File: src/rtl/pc_sequencer.sv
// Program counter with prioritised next-PC selection and a hardware return-address stack.
// Stack overflow/underflow are reported through sticky flags; faulting calls/returns degrade.
module pc_sequencer #(
    parameter int unsigned     PC_W        = 8,
    parameter int unsigned     STACK_DEPTH = 4,
    parameter logic [PC_W-1:0] RESET_PC    = '0
) (
    input  logic                               i_clk,
    input  logic                               i_rstn,
    input  logic                               i_stall,
    input  logic                               i_pi,
    input  logic                               i_pl,
    input  logic                               i_ms,
    input  logic                               i_call,
    input  logic                               i_ret,
    input  logic                               i_clr_err,
    input  logic [PC_W-1:0]                    i_target,
    output logic [PC_W-1:0]                    o_pc,
    output logic [$clog2(STACK_DEPTH+1)-1:0]   o_sp,
    output logic                               o_full,
    output logic                               o_empty,
    output logic                               o_ovf,
    output logic                               o_unf,
    output logic                               o_redirect
);

    localparam int unsigned SP_W = $clog2(STACK_DEPTH + 1);

    logic [PC_W-1:0] pc_q, pc_d;
    logic [SP_W-1:0] sp_q, sp_d;
    logic            ovf_q, ovf_d;
    logic            unf_q, unf_d;
    logic            redirect_q, redirect_d;

    logic [PC_W-1:0] stack_q [STACK_DEPTH];
    logic [PC_W-1:0] stack_top;
    logic [PC_W-1:0] pc_inc;
    logic            push;
    logic            full;
    logic            empty;

    assign full   = (sp_q == SP_W'(STACK_DEPTH));
    assign empty  = (sp_q == '0);
    assign pc_inc = pc_q + PC_W'(1);

    // Entry sp-1 is the top; entries at or above sp are never selected.
    always_comb begin
        stack_top = '0;
        for (int i = 0; i < int'(STACK_DEPTH); i++) begin
            if (sp_q == SP_W'(i + 1)) begin
                stack_top = stack_q[i];
            end
        end
    end

    always_comb begin
        pc_d       = pc_q;
        sp_d       = sp_q;
        ovf_d      = ovf_q;
        unf_d      = unf_q;
        redirect_d = redirect_q;
        push       = 1'b0;

        if (!i_stall) begin
            redirect_d = 1'b0;
            if (i_clr_err) begin
                ovf_d = 1'b0;
                unf_d = 1'b0;
            end

            if (i_ret) begin
                if (!empty) begin
                    pc_d       = stack_top;
                    sp_d       = sp_q - SP_W'(1);
                    redirect_d = 1'b1;
                end else begin
                    unf_d = 1'b1;
                end
            end else if (i_call) begin
                if (!full) begin
                    push       = 1'b1;
                    sp_d       = sp_q + SP_W'(1);
                    pc_d       = i_target;
                    redirect_d = 1'b1;
                end else begin
                    // Call with no room to push falls through as a plain increment.
                    pc_d  = pc_inc;
                    ovf_d = 1'b1;
                end
            end else if (i_pl) begin
                pc_d       = i_target;
                redirect_d = 1'b1;
            end else if (i_ms) begin
                // Same-width add is the sign-extended add truncated to PC_W.
                pc_d       = pc_q + i_target;
                redirect_d = 1'b1;
            end else if (i_pi) begin
                pc_d = pc_inc;
            end
        end
    end

    always_ff @(posedge i_clk or negedge i_rstn) begin
        if (!i_rstn) begin
            pc_q       <= RESET_PC;
            sp_q       <= '0;
            ovf_q      <= 1'b0;
            unf_q      <= 1'b0;
            redirect_q <= 1'b0;
        end else begin
            pc_q       <= pc_d;
            sp_q       <= sp_d;
            ovf_q      <= ovf_d;
            unf_q      <= unf_d;
            redirect_q <= redirect_d;
        end
    end

    // Stack contents need no reset; only sp qualifies them.
    always_ff @(posedge i_clk) begin
        for (int i = 0; i < int'(STACK_DEPTH); i++) begin
            if (push && (sp_q == SP_W'(i))) begin
                stack_q[i] <= pc_inc;
            end
        end
    end

    assign o_pc       = pc_q;
    assign o_sp       = sp_q;
    assign o_full     = full;
    assign o_empty    = empty;
    assign o_ovf      = ovf_q;
    assign o_unf      = unf_q;
    assign o_redirect = redirect_q;

endmodule

File: config.mk
export PLATFORM = sky130hd
export DESIGN_NAME = pc_sequencer
export DESIGN_NICKNAME = d
export VERILOG_FILES = /design/src/rtl/pc_sequencer.sv
export SDC_FILE = /design/constraint.sdc
export NUM_CORES = 1
export LEC_CHECK = 0
export CORE_MARGIN = 2
export CORE_UTILIZATION = 61
export CTS_CLUSTER_SIZE = 28
export DETAILED_ROUTE_END_ITERATION = 10
export GPL_ROUTABILITY_DRIVEN = 0
export MAX_ROUTING_LAYER = met4
export PLACE_DENSITY = 0.86
export SYNTH_ARGS = -nofsm -noshare
export SYNTH_HDL_FRONTEND = slang
export SYNTH_SLANG_ARGS = --single-unit
File: constraint.sdc
create_clock -name i_clk -period 3.45 [get_ports i_clk]
set_clock_uncertainty 0.05 [all_clocks]
set_input_delay 0.69 -clock i_clk [delete_from_list [all_inputs] [get_ports i_clk]]
set_output_delay 0.69 -clock i_clk [all_outputs]
set_load 0.02 [all_outputs]
==> run_results.csv <==
group,metric,value,unit
status,outcome,"completed",
synthesis,synthFlopType,"edfxtp_1",
synthesis,synth.net_count,323,
drt,vias,2416,
final_layout,drive_gt1_frac,0.0745,
floorplanning,die_y,72.9,um
cts,post_cts_buffers,0,
synthesis,yosysUniqueCellTypes,60,
global_routing,antenna_found_initial,0,
final_layout,diodes,0,
worst_setup_path,max_stage_delay,0.69,ns
pwr,power_density,746,nW/um2
worst_setup_path,critPathKind,"flop to primary output",
cts,htree_levels,2,
placement,dpl.hpwl,5.02,mm
floorplanning,dieArea,5310,um2
timing,setup_violations,0,
timing,fmax,0.323,GHz
drt,drc,0,
pwr,p_seq_frac,0.351,
final_layout,regArea,1310,um2
synthesis,synth_cells,291,
worst_hold_path,hold_end,"o_unf$_DFFE_PN0N_",
final_layout,fillers,351,
global_routing,grt_overflow_total,0,
worst_setup_path,rr_startpoint,"o_sp[2]$_DFFE_PN0P_",
pwr,comb_power_share,0.512,
floorplanning,std_cell_rows,25,
drt,antenna_left,0,
final_layout,layout_common_cells,"clkdlybuf4s50_1, edfxtp_1, nand2_1, nor2_1, inv_1",
worst_setup_path,r2r_setup_slack,0.84,ns
pwr,clkPwrFrac,0.137,
synthesis,synth_area_per_cell,9.95,um2
worst_setup_path,cp_cell_sequence,"inv_1 > ha_1 > nand2_4 > inv_2 > clkdlybuf4s50_1",
timing,tns,0,ns
pwr,internal-power,0.00142,W
pwr,leakage,1.28,nW
synthesis,ys_seq_area_frac,0.453,
global_routing,grt_pass1_vias,2359,
pwr,ir_worst_vdd,0.392,mV
placement,dp_slack,0.422,ns
synthesis,yosys_register_bits,46,
worst_setup_path,crit-reg2reg-capture,"o_pc[6]$_DFFE_PN0P_",
worst_hold_path,holdPathStages,1,
global_routing,grt_pass1_wl,11.2,mm
worst_setup_path,critPathLaunchType,"flop",
synthesis,postSynth.asyncResetShare,0.304,
drt,first_iter_violations,135,
worst_setup_path,cp_max_fo,21,
drt,dr.pass1.iters,4,
floorplanning,core_area,4660,um2
cts,cts.path.max_buffers,2,
cts,clk_latency,0.30,ns
cts,cts-root-buf,"clkbuf_8",
worst_hold_path,worstHoldStart,"o_unf$_DFFE_PN0N_",
timing,slew_violations,0,
cts,ctsResizeCount,0,
synthesis,synth_edf_count,32,
cts,ctsHoldBuffers,0,
final_layout,syn_to_final_growth,15.6,%
synthesis,netlist_area,2900,um2
job,cap_violations,0,
worst_setup_path,crit_family,"buffers and inverters",
worst_setup_path,rr_worst_depth,8,
final_layout,final_util,0.718,
final_layout,fin_area,3350,um2
final_layout,fin_nets,353,
floorplanning,pin_count,33,
cts,clk_pin_slew,0.09,ns
synthesis,yosys_warnings,0,
worst_setup_path,cp-end-kind,"primary output",
timing,rsz0062_at_grt,"no",
cts,cts_num_sinks,46,
drt,viasPerCell,6.43,
timing,fin_crit_sh,0.897,
timing,fin_crit,3.09,ns
cts,cts_buffers,5,
worst_setup_path,critPathRequiredTime,2.71,ns
placement,place_area,3250,um2
worst_setup_path,critPathArrivalTime,2.35,ns
drt,wire_per_inst,18.0,um
timing,finalHoldViolCount,0,
worst_hold_path,hp-class,"flop to flop",
pwr,p_sw_frac,0.431,
timing,tightestPinTransition,0.719,ns
global_routing,grt_max_degree,22,
global_routing,track_usage,0.284,
pwr,power.switching,0.00108,W
worst_setup_path,cp_num_buf_inv,3,
floorplanning,die_w,72.9,um
final_layout,multi_input_area,1440,um2
timing,finalWorstSetupSlack,0.355,ns
worst_setup_path,cp_slowest_cell,"clkdlybuf4s50_1",
timing,max-slew-margin-rel,0.519,
placement,place.port_buffers,32,
pwr,finalPower,0.00250,W
floorplanning,initial_core_util,0.621,
cts,cts_tree,"done",
drt,routed_wl,6.76,mm
[worst reg2reg max path: cells and delay by family, from the launching register on]
kind / cells / cell delay [ns]
and+or+nand+nor: 2 / 0.33
adders and majority gates: 1 / 0.36
buffers and inverters: 1 / 0.24
DFF: 1 / 0.61
AOI/OAI and AO/OA: 4 / 0.91
[metal layers]
metal,up-vias,wire length (um),GRT usage
met4,0,150,0.101
met2,104,3200,0.433
met1,1143,3010,0.382
li1,1149,-,-
met5,-,0,-
met3,20,403,0.0552
[area by class of cell]
class,count,share of cell area
clock inverters,3,0.00748
well taps,54,0.0202
multi-input cells,211,0.430
flip-flops and latches,46,0.392
clock buffers,5,0.0206
inverters,19,0.0213
repair buffers,38,0.109
[worst max path at each step]
stage / cells past startpoint / end / from / slack (ns)
6_report: 5 / o_full / o_sp[1]$_DFFE_PN0P_ / 0.36
5_1_grt: 5 / o_full / o_sp[0]$_DFFE_PN0P_ / 0.22
4_1_cts: 5 / o_full / o_sp[0]$_DFFE_PN0P_ / 0.35
3_5_place_dp: 10 / o_pc[4]$_DFFE_PN0P_ / i_target[0] / 0.42
3_3_place_gp: 8 / o_pc[7]$_DFFE_PN0P_ / i_target[1] / 0.45
2_1_floorplan: 9 / o_pc[1]$_DFFE_PN0P_ / i_target[0] / 1.10
[synthesized netlist by cell type, drive strengths merged, types with 3 or more instances]
master  number  area, um2
o221ai       3       26.3
and2         3       18.8
nand3b       3       22.5
clkbuf       5       18.8
nand2b       3       18.8
a22oi        7       52.6
edfxtp      32        961
o31ai        3       22.5
dfrtp       14        350
a21oi       14       70.1
xnor2        3       26.3
inv         19       71.3
nor3         5       35.0
nand2       24       97.6
ha          14        175
o311ai       3       26.3
o21ai       22        110
xor2         6       52.6
a22o         4       35.0
nand3        5       25.0
nor2b       10       65.1
and3         3       18.8
buf         10       56.3
nor2        24       92.6
a221oi       6       52.6
o211ai       8       60.1
a211oi       8       70.1
a21o         3       22.5
[per-stage QoR]
| stage | hold WS, ns | instances |
|---|---|---|
| after global placement | 0.428 | 368 |
| after global routing | 0.482 | 376 |
| final | 0.467 | 376 |
| after floorplan | 0.344 | 291 |
| after detailed placement | 0.444 | 368 |
| after CTS | 0.464 | 376 |
[logic make-up after synthesis]
kind of cell,synth area share
flops,0.453
mux,0.0147
xor+xnor,0.0272
buf+inv,0.0506
compound gates,0.233
simple gates,0.154
fa+ha+maj,0.0674
[sequential cells by signal, indices dropped and copies added, names as in the netlist]
register	flops
o_sp	3
o_pc	8
o_redirect	1
o_ovf	1
o_unf	1
stack_q	32
[power by group through the flow]
stage | Clock [W] | Combinational, W | Sequential (W)
5_1_grt | 0.000370 | 0.00140 | 0.000891
3_3_place_gp | 0 | 0.00123 | 0.000885
3_5_place_dp | 0 | 0.00126 | 0.000886
2_1_floorplan | 0 | 0.000820 | 0.000914
4_1_cts | 0.000346 | 0.00127 | 0.000874
6_report | 0.000341 | 0.00128 | 0.000876
Note: power is estimated with default switching activity, not from simulation.
